==> src/rtl/sram_pkg.sv <==
// Shared widths, mask bit positions and FSM state encoding for the
// two-port SRAM arbiter.
package sram_pkg;
  localparam int ADDR_W  = 18;
  localparam int DATA_W  = 16;
  localparam int MASK_UB = 1;
  localparam int MASK_LB = 0;

  typedef enum logic [2:0] {
    ST_IDLE,
    ST_RD,
    ST_WR_SETUP,
    ST_WR_PULSE,
    ST_WR_HOLD
  } state_e;
endpackage

==> src/rtl/sram_rr_arbiter.sv <==
// Two-way round-robin grant with a last-grant pointer that only moves
// when the granted command is actually accepted.
module sram_rr_arbiter
  import sram_pkg::*;
(
  input  logic clk_i,
  input  logic rst_i,
  input  logic req_a_i,
  input  logic req_b_i,
  input  logic accept_i,
  output logic gnt_a_o,
  output logic gnt_b_o
);
  logic last_b_q, last_b_d;

  assign gnt_a_o = req_a_i && (!req_b_i || last_b_q);
  assign gnt_b_o = req_b_i && (!req_a_i || !last_b_q);

  always_comb begin
    last_b_d = last_b_q;
    if (accept_i) last_b_d = gnt_b_o;
  end

  // Pointer resets to B so that A wins the first contended grant.
  always_ff @(posedge clk_i) begin
    if (rst_i) last_b_q <= 1'b1;
    else       last_b_q <= last_b_d;
  end
endmodule

==> src/rtl/sram_arbiter.sv <==
// Two-requester arbiter for an asynchronous 16-bit SRAM with fixed-length
// read and write sequencing.
//
// state       | meaning
// ST_IDLE     | pins idle, accepting a command from the granted port
// ST_RD       | cs/oe low for READ_WAIT cycles, data sampled on last cycle
// ST_WR_SETUP | addr/data driven, we still high
// ST_WR_PULSE | we low for WRITE_PULSE cycles
// ST_WR_HOLD  | we high again, data held one more cycle
module sram_arbiter
  import sram_pkg::*;
#(
  parameter int READ_WAIT   = 2,
  parameter int WRITE_PULSE = 2
) (
  input  logic              io_mainClk,
  input  logic              io_reset,
  input  logic              io_a_cmd_valid,
  output logic              io_a_cmd_ready,
  input  logic              io_a_cmd_write,
  input  logic [ADDR_W-1:0] io_a_cmd_addr,
  input  logic [DATA_W-1:0] io_a_cmd_data,
  input  logic [1:0]        io_a_cmd_mask,
  output logic              io_a_rsp_valid,
  output logic [DATA_W-1:0] io_a_rsp_data,
  input  logic              io_b_cmd_valid,
  output logic              io_b_cmd_ready,
  input  logic              io_b_cmd_write,
  input  logic [ADDR_W-1:0] io_b_cmd_addr,
  input  logic [DATA_W-1:0] io_b_cmd_data,
  input  logic [1:0]        io_b_cmd_mask,
  output logic              io_b_rsp_valid,
  output logic [DATA_W-1:0] io_b_rsp_data,
  output logic [ADDR_W-1:0] io_sram_addr,
  input  logic [DATA_W-1:0] io_sram_dat_read,
  output logic [DATA_W-1:0] io_sram_dat_write,
  output logic              io_sram_dat_writeEnable,
  output logic              io_sram_cs,
  output logic              io_sram_we,
  output logic              io_sram_oe,
  output logic              io_sram_ub,
  output logic              io_sram_lb
);
  localparam logic [3:0] RD_LOAD = 4'(READ_WAIT - 1);
  localparam logic [3:0] WR_LOAD = 4'(WRITE_PULSE - 1);

  state_e            state_q, state_d;
  logic [3:0]        cnt_q, cnt_d;
  logic [ADDR_W-1:0] addr_q, addr_d;
  logic [DATA_W-1:0] data_q, data_d;
  logic [1:0]        mask_q, mask_d;
  logic              owner_q, owner_d;
  logic              rsp_valid_a_q, rsp_valid_a_d, rsp_valid_b_q, rsp_valid_b_d;
  logic [DATA_W-1:0] rsp_data_a_q, rsp_data_a_d, rsp_data_b_q, rsp_data_b_d;
  logic              gnt_a, gnt_b, accept, sel_b;

  assign io_a_cmd_ready = (state_q == ST_IDLE) && gnt_a;
  assign io_b_cmd_ready = (state_q == ST_IDLE) && gnt_b;
  assign accept         = io_a_cmd_ready || io_b_cmd_ready;
  assign sel_b          = io_b_cmd_ready;

  sram_rr_arbiter u_rr (
    .clk_i    (io_mainClk),
    .rst_i    (io_reset),
    .req_a_i  (io_a_cmd_valid),
    .req_b_i  (io_b_cmd_valid),
    .accept_i (accept),
    .gnt_a_o  (gnt_a),
    .gnt_b_o  (gnt_b)
  );

  always_ff @(posedge io_mainClk) begin
    if (io_reset) begin
      state_q       <= ST_IDLE;
      cnt_q         <= '0;
      addr_q        <= '0;
      data_q        <= '0;
      mask_q        <= '0;
      owner_q       <= 1'b0;
      rsp_valid_a_q <= 1'b0;
      rsp_valid_b_q <= 1'b0;
      rsp_data_a_q  <= '0;
      rsp_data_b_q  <= '0;
    end else begin
      state_q       <= state_d;
      cnt_q         <= cnt_d;
      addr_q        <= addr_d;
      data_q        <= data_d;
      mask_q        <= mask_d;
      owner_q       <= owner_d;
      rsp_valid_a_q <= rsp_valid_a_d;
      rsp_valid_b_q <= rsp_valid_b_d;
      rsp_data_a_q  <= rsp_data_a_d;
      rsp_data_b_q  <= rsp_data_b_d;
    end
  end

  always_comb begin
    state_d       = state_q;
    cnt_d         = cnt_q;
    addr_d        = addr_q;
    data_d        = data_q;
    mask_d        = mask_q;
    owner_d       = owner_q;
    rsp_valid_a_d = 1'b0;
    rsp_valid_b_d = 1'b0;
    rsp_data_a_d  = rsp_data_a_q;
    rsp_data_b_d  = rsp_data_b_q;
    case (state_q)
      ST_IDLE: begin
        if (accept) begin
          owner_d = sel_b;
          addr_d  = sel_b ? io_b_cmd_addr : io_a_cmd_addr;
          data_d  = sel_b ? io_b_cmd_data : io_a_cmd_data;
          mask_d  = sel_b ? io_b_cmd_mask : io_a_cmd_mask;
          if (sel_b ? io_b_cmd_write : io_a_cmd_write) begin
            state_d = ST_WR_SETUP;
            cnt_d   = WR_LOAD;
          end else begin
            state_d = ST_RD;
            cnt_d   = RD_LOAD;
          end
        end
      end
      ST_RD: begin
        if (cnt_q == 4'd0) begin
          state_d = ST_IDLE;
          if (owner_q) begin
            rsp_valid_b_d = 1'b1;
            rsp_data_b_d  = io_sram_dat_read;
          end else begin
            rsp_valid_a_d = 1'b1;
            rsp_data_a_d  = io_sram_dat_read;
          end
        end else begin
          cnt_d = cnt_q - 4'd1;
        end
      end
      ST_WR_SETUP: state_d = ST_WR_PULSE;
      ST_WR_PULSE: begin
        if (cnt_q == 4'd0) state_d = ST_WR_HOLD;
        else               cnt_d   = cnt_q - 4'd1;
      end
      ST_WR_HOLD: begin
        state_d       = ST_IDLE;
        rsp_valid_a_d = !owner_q;
        rsp_valid_b_d = owner_q;
      end
      default: state_d = ST_IDLE;
    endcase
  end

  always_comb begin
    io_sram_cs              = 1'b1;
    io_sram_we              = 1'b1;
    io_sram_oe              = 1'b1;
    io_sram_ub              = 1'b1;
    io_sram_lb              = 1'b1;
    io_sram_dat_writeEnable = 1'b0;
    case (state_q)
      ST_RD: begin
        io_sram_cs = 1'b0;
        io_sram_oe = 1'b0;
        io_sram_ub = !mask_q[MASK_UB];
        io_sram_lb = !mask_q[MASK_LB];
      end
      ST_WR_SETUP, ST_WR_PULSE, ST_WR_HOLD: begin
        io_sram_cs              = 1'b0;
        io_sram_we              = (state_q != ST_WR_PULSE);
        io_sram_ub              = !mask_q[MASK_UB];
        io_sram_lb              = !mask_q[MASK_LB];
        io_sram_dat_writeEnable = 1'b1;
      end
      default: ;
    endcase
  end

  assign io_sram_addr      = addr_q;
  assign io_sram_dat_write = data_q;
  assign io_a_rsp_valid    = rsp_valid_a_q;
  assign io_b_rsp_valid    = rsp_valid_b_q;
  assign io_a_rsp_data     = rsp_data_a_q;
  assign io_b_rsp_data     = rsp_data_b_q;
endmodule

==> config.mk <==
export PLATFORM = sky130hd
export DESIGN_NAME = sram_arbiter
export DESIGN_NICKNAME = d
export VERILOG_FILES = /design/src/rtl/sram_pkg.sv /design/src/rtl/sram_rr_arbiter.sv /design/src/rtl/sram_arbiter.sv
export SDC_FILE = /design/constraint.sdc
export NUM_CORES = 1
export LEC_CHECK = 0
export CORE_MARGIN = 2
export CORE_UTILIZATION = 41
export DETAILED_ROUTE_END_ITERATION = 16
export PLACE_DENSITY_LB_ADDON = 0.15
export SKIP_CTS_REPAIR_TIMING = 1
export SYNTH_ARGS = -nofsm -noshare
export SYNTH_HDL_FRONTEND = slang
export SYNTH_SLANG_ARGS = --single-unit
==> constraint.sdc <==
create_clock -name io_mainClk -period 2 [get_ports io_mainClk]
set_input_delay 0.4 -clock io_mainClk [delete_from_list [all_inputs] [get_ports io_mainClk]]
set_output_delay 0.4 -clock io_mainClk [all_outputs]
set_load 0.02 [all_outputs]
==> impl_results.md, run 1 <==
* Status: complete, no violations
* Final setup violation count at 0
* Worst slew margin relative to its limit at 0.579
* Die footprint at around 9600 um2
* Slack of the critical path at 0.00929 ns
* Final setup TNS at 0 ns
* Synthesized Nets at 528
* Num ports at 170
* Antenna Cells at 0
* Ys Warns at 0
* Root Buffer: clkbuf_8
* Largest net degree at the start of global routing at 59
* Library cells used by synthesis at 43
* Pint at 3.25 mW
* Leakage Power at 1.93 nW
* Final Hold Vio Count at 0
* Clock Power Share at 0.233
* Setup WS pre-CTS at -0.495 ns
* Slew Limit Fails at 0
* Met3 Use GR at 0.0666
* Routed Wire Length at approximately 12,000 um
* CTS Buf Count at 9
* CP arrival at 1.59 ns
* Row Count at 34
* Final hold slack at approximately 0.36 ns
* Sequential cell area at 1580 um2
* Setup crit end kind: primary output
* Met1 Track Usage GR at 0.290
* Fraction of layout cells with a size suffix above 1 at 0.105
* Iter 0 DRT Violations at 156
* Placer Congestion at 0.785
* CTS max path bufs at 2
* Sw frac at 0.357
* Avg Inst Size Synth at about 8.4 um2
* Post-route minimum period at ~2 ns
* Dominant cell type by area after synthesis: dfxtp_1
* Pwr dens at 896 nW/um2
* Post-synth top area share at 0.437
* Drt drc at 0
* Vias in the first global route at about 3,800
* Tcrit/Tclk final at 0.995
* Post-DP HPWL at 7540 um
* CP Data Required Time at 1.60 ns
* Clock slew seen by the registers of the worst setup and hold paths at 0.08 ns
* Via density at 5.70
* Die Span Y at 98.0 um
* Met2 usage at 0.380
* First-pass DRT Iterations at 4
* Crit path max fanout at 2
* Synth Instances at 433
* Area occupied by multi-input gates at 1800 um2
* Min-Delay Path Class: in2reg
* Synthesized area at 3620 um2
* Post-synthesis sequential area ratio at 0.437
* Fmax at approximately 500 MHz
* Slew @ Worst Pin at 0.632 ns
* Initial Util at 0.419
* Sink Count at 79
* Area growth syn-to-layout at 55.6%
* Worst VDD drop at 0.000427 V
* Gr usage total at 0.231
* Fillers at 760
* Post-DR wirelength/cell at 16.5 um
* #FFs+latches synth at a little under 80
* First-pass GRT wire length at 18,500 um
* Combinational share of power at 0.393
* Chip Width at 98.0 um
* Setup Skew at 0.00640 ns
* Worst-skew pair later-pin latency at about 0.34 ns
* Cells after DPL at 682
* Initial antenna violation count at 0
* CTS tree: built
* Core ar. at 8640 um2
* Sequential share of power at 0.374
* Final net count at 680
* RSZ-0062 raised after global routing: yes
* Final Util at 0.652
* H-tree Lvls at 3
* CP Launch Type: input port
* WS Path Type: in2out
* Sw power at 1.80 mW
* Grt ovf at 0
* ANT nets after route at 0
* Via Count at 3,978
* Ranking of synthesized cells by area: dfxtp_1 44%, a21oi_1 9.8%, nand3_1 9.4%
* Max_cap viols at 0
* GR peak layer: met2
* IO buf count at 169
* Layout Cells excl Fill at 698
-- Yosys cell counts, drive strengths merged --
master / instances
dfxtp: 79
a21oi: 71
o21ai: 71
nand3: 68
a311oi: 37
buf: 26
clkbuf: 26
inv: 6
nand2: 5
nor2: 5
nor2b: 3
nor3: 3
nor4b: 3
or3: 3
a211oi: 2
a221oi: 2
nand2b: 2
or2: 2
or4b: 2
a2111oi: 1
a21bo: 1
a21boi: 1
a221o: 1
a2bb2oi: 1
and2: 1
and4bb: 1
ha: 1
mux2: 1
nand4b: 1
nand4bb: 1
nor3b: 1
nor4: 1
o221ai: 1
o32a: 1
or3b: 1
or4: 1
-- area by class of cell --
class                           count  share of cell area
Clock buffer                       10              0.0244
Timing Repair Buffer              193               0.337
Tap cell                          108              0.0240
Clock inverter                      6              0.0107
Sequential cell                    79               0.281
Inverter                            6             0.00400
Multi-Input combinational cell    296               0.319
-- through the flow --
step | total power, mW | cell area, um2
floorplan | 3.04 | 3620
global placement | 3.87 | 5430
detailed placement | 3.90 | 5430
CTS | 5.09 | 5620
global route | 5.32 | 5630
finish | 5.05 | 5630
-- cell usage in the layout (no fill, tap or decap), types with 2 or more instances in the layout --
master / instances
nand3_1: 68
dfxtp_1: 78
a21oi_1: 71
buf_4: 19
inv_1: 6
nor2_1: 3
or2_2: 2
or3_1: 3
clkinv_2: 3
o21ai_0: 33
or4b_4: 2
nor3_1: 2
clkinvlp_4: 2
dlymetal6s2s_1: 3
nand2_1: 5
buf_12: 3
a311oi_1: 37
clkdlybuf4s50_1: 160
a221oi_1: 2
nor2b_1: 2
o21ai_1: 38
nand2b_1: 2
nor4b_1: 2
clkbuf_2: 4
buf_6: 3
clkbuf_8: 10
-- critical path, stage by stage --
cell and delay [ns]:
clkdlybuf4s50_1 0.48, or4b_4 0.49, nor2_4 0.10, buf_6 0.12
-- power groups by stage --
stage / clock (mW) / combinational [mW] / sequential (mW)
3_5_place_dp: 0 / 1.98 / 1.92
6_report: 1.18 / 1.98 / 1.89
4_1_cts: 1.21 / 1.99 / 1.89
2_1_floorplan: 0 / 0.922 / 2.12
5_1_grt: 1.26 / 2.14 / 1.92
3_3_place_gp: 0 / 1.96 / 1.92
-- worst paths after layout --
path / from / endpoint / slack (ns) / cells after the start
max: io_a_cmd_valid / io_a_cmd_ready / 0.009 / 4
min reg2reg: io_a_rsp_data[1]$_SDFFE_PP0P_ / io_a_rsp_data[1]$_SDFFE_PP0P_ / 0.48 / 2
max reg2reg: state_q[0]$_SDFFE_PP0P_ / io_sram_dat_write[13]$_SDFFE_PP0P_ / 0.16 / 5
min: io_reset / state_q[1]$_SDFFE_PP0P_ / 0.36 / 3
-- state kept, by name, indices dropped and copies added (netlist names) --
register / cells
io_sram_dat_write: 16
io_a_rsp_valid: 1
owner_q: 1
io_a_rsp_data: 16
state_q: 3
io_sram_addr: 18
io_b_rsp_valid: 1
mask_q: 2
u_rr.last_b_q: 1
cnt_q: 4
io_b_rsp_data: 16
-- routing by layer --
metal / vias to the layer above / routed length (um)
met5: - / 0
met4: 0 / 196
met3: 15 / 953
met2: 157 / 5540
met1: 1869 / 4810
li1: 1937 / -
-- logic make-up (layout without fill, tap and decap cells) --
kind of cell,after synthesis,count (layout),share of synthesized area
flip-flops,79,79,0.437
adder cells (fa/ha/maj),1,1,0.00345
buffers and inverters,58,215,0.0753
AND/OR/NAND/NOR,104,104,0.167
AO/OA/AOI/OAI,190,190,0.315
multiplexers,1,1,0.00311
Power figures use the tool's default switching activity.
==> inputs of run 2 (changes only) <==
- CTS_CLUSTER_DIAMETER: default -> 100
==> results of run 2 <==
No change in the layout: final DEF, timing and power equal those of run 1.
==> inputs of run 3 (changes only) <==
- GPL_TIMING_DRIVEN: default -> 0
==> run 3 against run 2 <==
Against the previous run:
- the run now ends with negative setup slack left
- core utilization increased by 2.3 points
- clock-buffer cell count unchanged
- flip-flop and latch count unchanged
- final area increased by 3.5%
- register-to-register slack improved by 0.03 ns
- wire length increased by 2.4%
- critical path type is now reg2out
- first-iteration DRC count decreased by 7.7%
- maximum frequency decreased by 5.0%
==> impl_results.md, run 3 (synthesized netlist as in run 1, its figures left out) <==
* Crit path max fanout at 4 (was 2)
* Die footprint at 9600 um2 (unchanged)
* Largest net degree at the start of global routing at 15 (was 59)
* Commonest cells after routing, fill and taps aside: 158 x clkdlybuf4s50_1, 76 x dfxtp_1, 71 x a21oi_1, 68 x nand3_1, 39 x o21ai_1 (was 160 x clkdlybuf4s50_1, 78 x dfxtp_1, 71 x a21oi_1, 68 x nand3_1, 38 x o21ai_1)
* Final setup violation count at 4 (was 0)
* Commonest non-fill, non-tap cell in the layout: clkdlybuf4s50_1 (unchanged)
* Num ports at 170 (unchanged)
* Initial Util at 0.419 (unchanged)
* Layout Cells excl Fill at 732 (was 698)
* Clock slew seen by the registers of the worst setup and hold paths at 0.09 ns (was 0.08 ns)
* Post-place instance area at 5440 um2 (was 5430 um2)
* Post-DP HPWL at 8860 um (was 7540 um)
* Initial antenna violation count at 0 (unchanged)
* IO buf count at 168 (was 169)
* Vias in the first global route at 3,945 (was 3,818)
* Final hold slack at 0.483 ns (was 0.364 ns)
* Post-route minimum period at 2.10 ns (was 1.99 ns)
* Min-Delay Path Class: reg2reg (was in2reg)
* Sink Count at 79 (unchanged)
* CP Depth at 6 (was 4)
* Row Count at 34 (unchanged)
* Core ar. at 8640 um2 (unchanged)
* Sequential cell area at 1590 um2 (was 1580 um2)
* Final Hold Vio Count at 0 (unchanged)
* Root Buffer: clkbuf_8 (unchanged)
* Via density at 5.60 (was 5.70)
* Placer Congestion at 0.855 (was 0.785)
* CTS Buf Count at 9 (unchanged)
* Worst-skew pair later-pin latency at 0.35 ns (was 0.34 ns)
* Leakage Power at 2.04 nW (was 1.93 nW)
* Slew Limit Fails at 0 (unchanged)
* Cells after DPL at 709 (was 682)
* H-tree Lvls at 3 (unchanged)
* Worst VDD drop at 0.000493 V (was 0.000427 V)
* Worst path top cell family by delay: simple AND/OR/NAND/NOR gates (was buffers and inverters)
* CTS tree: built (unchanged)
* Post-DR wirelength/cell at 16.1 um (was 16.5 um)
* Fraction of layout cells with a size suffix above 1 at 0.128 (was 0.105)
* Tcrit/Tclk final at 1.05 (was 0.995)
* Final net count at 714 (was 680)
* Slack of the critical path at -0.0959 ns (was 0.00929 ns)
* Routed Wire Length at 11,800 um (was 11,500 um)
* Buf+Inv Stages, Crit Path at 3 (was 2)
* RSZ-0062 raised after global routing: yes (unchanged)
* CP Data Required Time at 1.60 ns (about the same)
* Status: finished, violations left (was complete, no violations)
* R2r worst-path depth at 6 (was 5)
* First-pass DRT Iterations at 4 (unchanged)
* Min-Delay Path Depth at 2 (was 3)
* Worst slew margin relative to its limit at 0.658 (was 0.579)
* Slowest cell on the critical path: or3_4 (was or4b_4)
* Via Count at 4,097 (was 3,978)
* WS Path Type: reg2out (was in2out)
* Drt drc at 0 (unchanged)
* Worst-path cell chain: buf_12 -> or3_4 -> buf_6 -> and2_4 -> nand2_2 -> buf_6 (was clkdlybuf4s50_1 -> or4b_4 -> nor2_4 -> buf_6)
* Gr usage total at 0.235 (was 0.231)
* ANT nets after route at 0 (unchanged)
* Max FFs per register at 18 (unchanged)
* Grt ovf at 0 (unchanged)
* Fmax at 477 MHz (was 502 MHz)
* Die Span Y at 98.0 um (unchanged)
* Setup crit end kind: primary output (unchanged)
* CP Launch Type: register (was input port)
* Slew @ Worst Pin at 0.514 ns (was 0.632 ns)
* First-pass GRT wire length at 18,700 um (was 18,500 um)
* Final Total Pwr at 5.36 mW (was 5.05 mW)
* Chip Width at 98.0 um (unchanged)
* Setup Skew at 0.00944 ns (was 0.00640 ns)
* Max_cap viols at 0 (unchanged)
* Fillers at 728 (was 760)
* Max incr delay on CP at 0.41 ns (was 0.49 ns)
* CTS max path bufs at 2 (unchanged)
* Iter 0 DRT Violations at 144 (was 156)
* CP arrival at 1.70 ns (was 1.59 ns)
* Crit path top cell by count: buf_6
* Post-route cell area at 5830 um2 (was 5630 um2)
* Area occupied by multi-input gates at 1820 um2 (was 1800 um2)
* Area growth syn-to-layout at 61.1% (was 55.6%)
* Pwr dens at 919 nW/um2 (was 896 nW/um2)
* Antenna Cells at 0 (unchanged)
* Failing checks: negative setup slack
==> run 3: cell types whose count changed in the layout (fill, tap and decap cells not counted), sizes merged <==
cell           delta
inv               +1
bufinv            +1
dlymetal6s2s      +2
clkdlybuf4s50     -2
clkinv            -2
buf              +14
clkbuf           +20
==> run 3: worst paths after layout <==
check | from | end | slack, ns
worst max-delay path | state_q[0]$_SDFFE_PP0P_ | io_sram_lb | -0.1
worst min-delay path | io_a_rsp_data[9]$_SDFFE_PP0P_ | io_a_rsp_data[9]$_SDFFE_PP0P_ | 0.48
worst max register to register | cnt_q[0]$_SDFFE_PP0P_ | io_b_rsp_data[4]$_SDFFE_PP0P_ | 0.19
worst min register to register | io_a_rsp_data[9]$_SDFFE_PP0P_ | io_a_rsp_data[9]$_SDFFE_PP0P_ | 0.48
==> run 3: final cells by class <==
cell class	count	share of cell area
clock inverter	6	0.0159
inverter	6	0.00386
tap	108	0.0232
timing repair buffer	177	0.304
sequential	79	0.273
multi-input combinational	296	0.312
buffer	50	0.0450
clock buffer	10	0.0236
==> run 3: power breakdown <==
group	internal, mW	switching [mW]
combinational	0.958	1.14
sequential	1.78	0.129
clock	0.744	0.608
==> run 3: through the flow <==
step	utilization	setup slack (ns)	setup TNS [ns]
floorplan	-	0.264	0
global placement	0.630	-0.708	-8.20
global route	0.675	-0.143	-0.530
CTS	0.656	-0.794	-5.17
detailed placement	0.630	-0.702	-9.29
finish	0.675	-0.0959	-0.327
==> run 3: layer usage <==
metal	vias to the layer above	routed length, um	GRT usage
met4	0	318	0.0929
met5	-	0	0
met1	1902	4840	0.283
li1	2004	-	-
met2	162	5770	0.405
met3	29	848	0.0537
==> run 3: worst reg2reg max path: cells and delay by family, from the launching register on <==
kind	cells	cell delay, ns
and+or+nand+nor	1	0.51
DFF	1	0.34
buffers and inverters	2	0.32
AOI/OAI and AO/OA	2	0.32
adders and majority gates	1	0.20
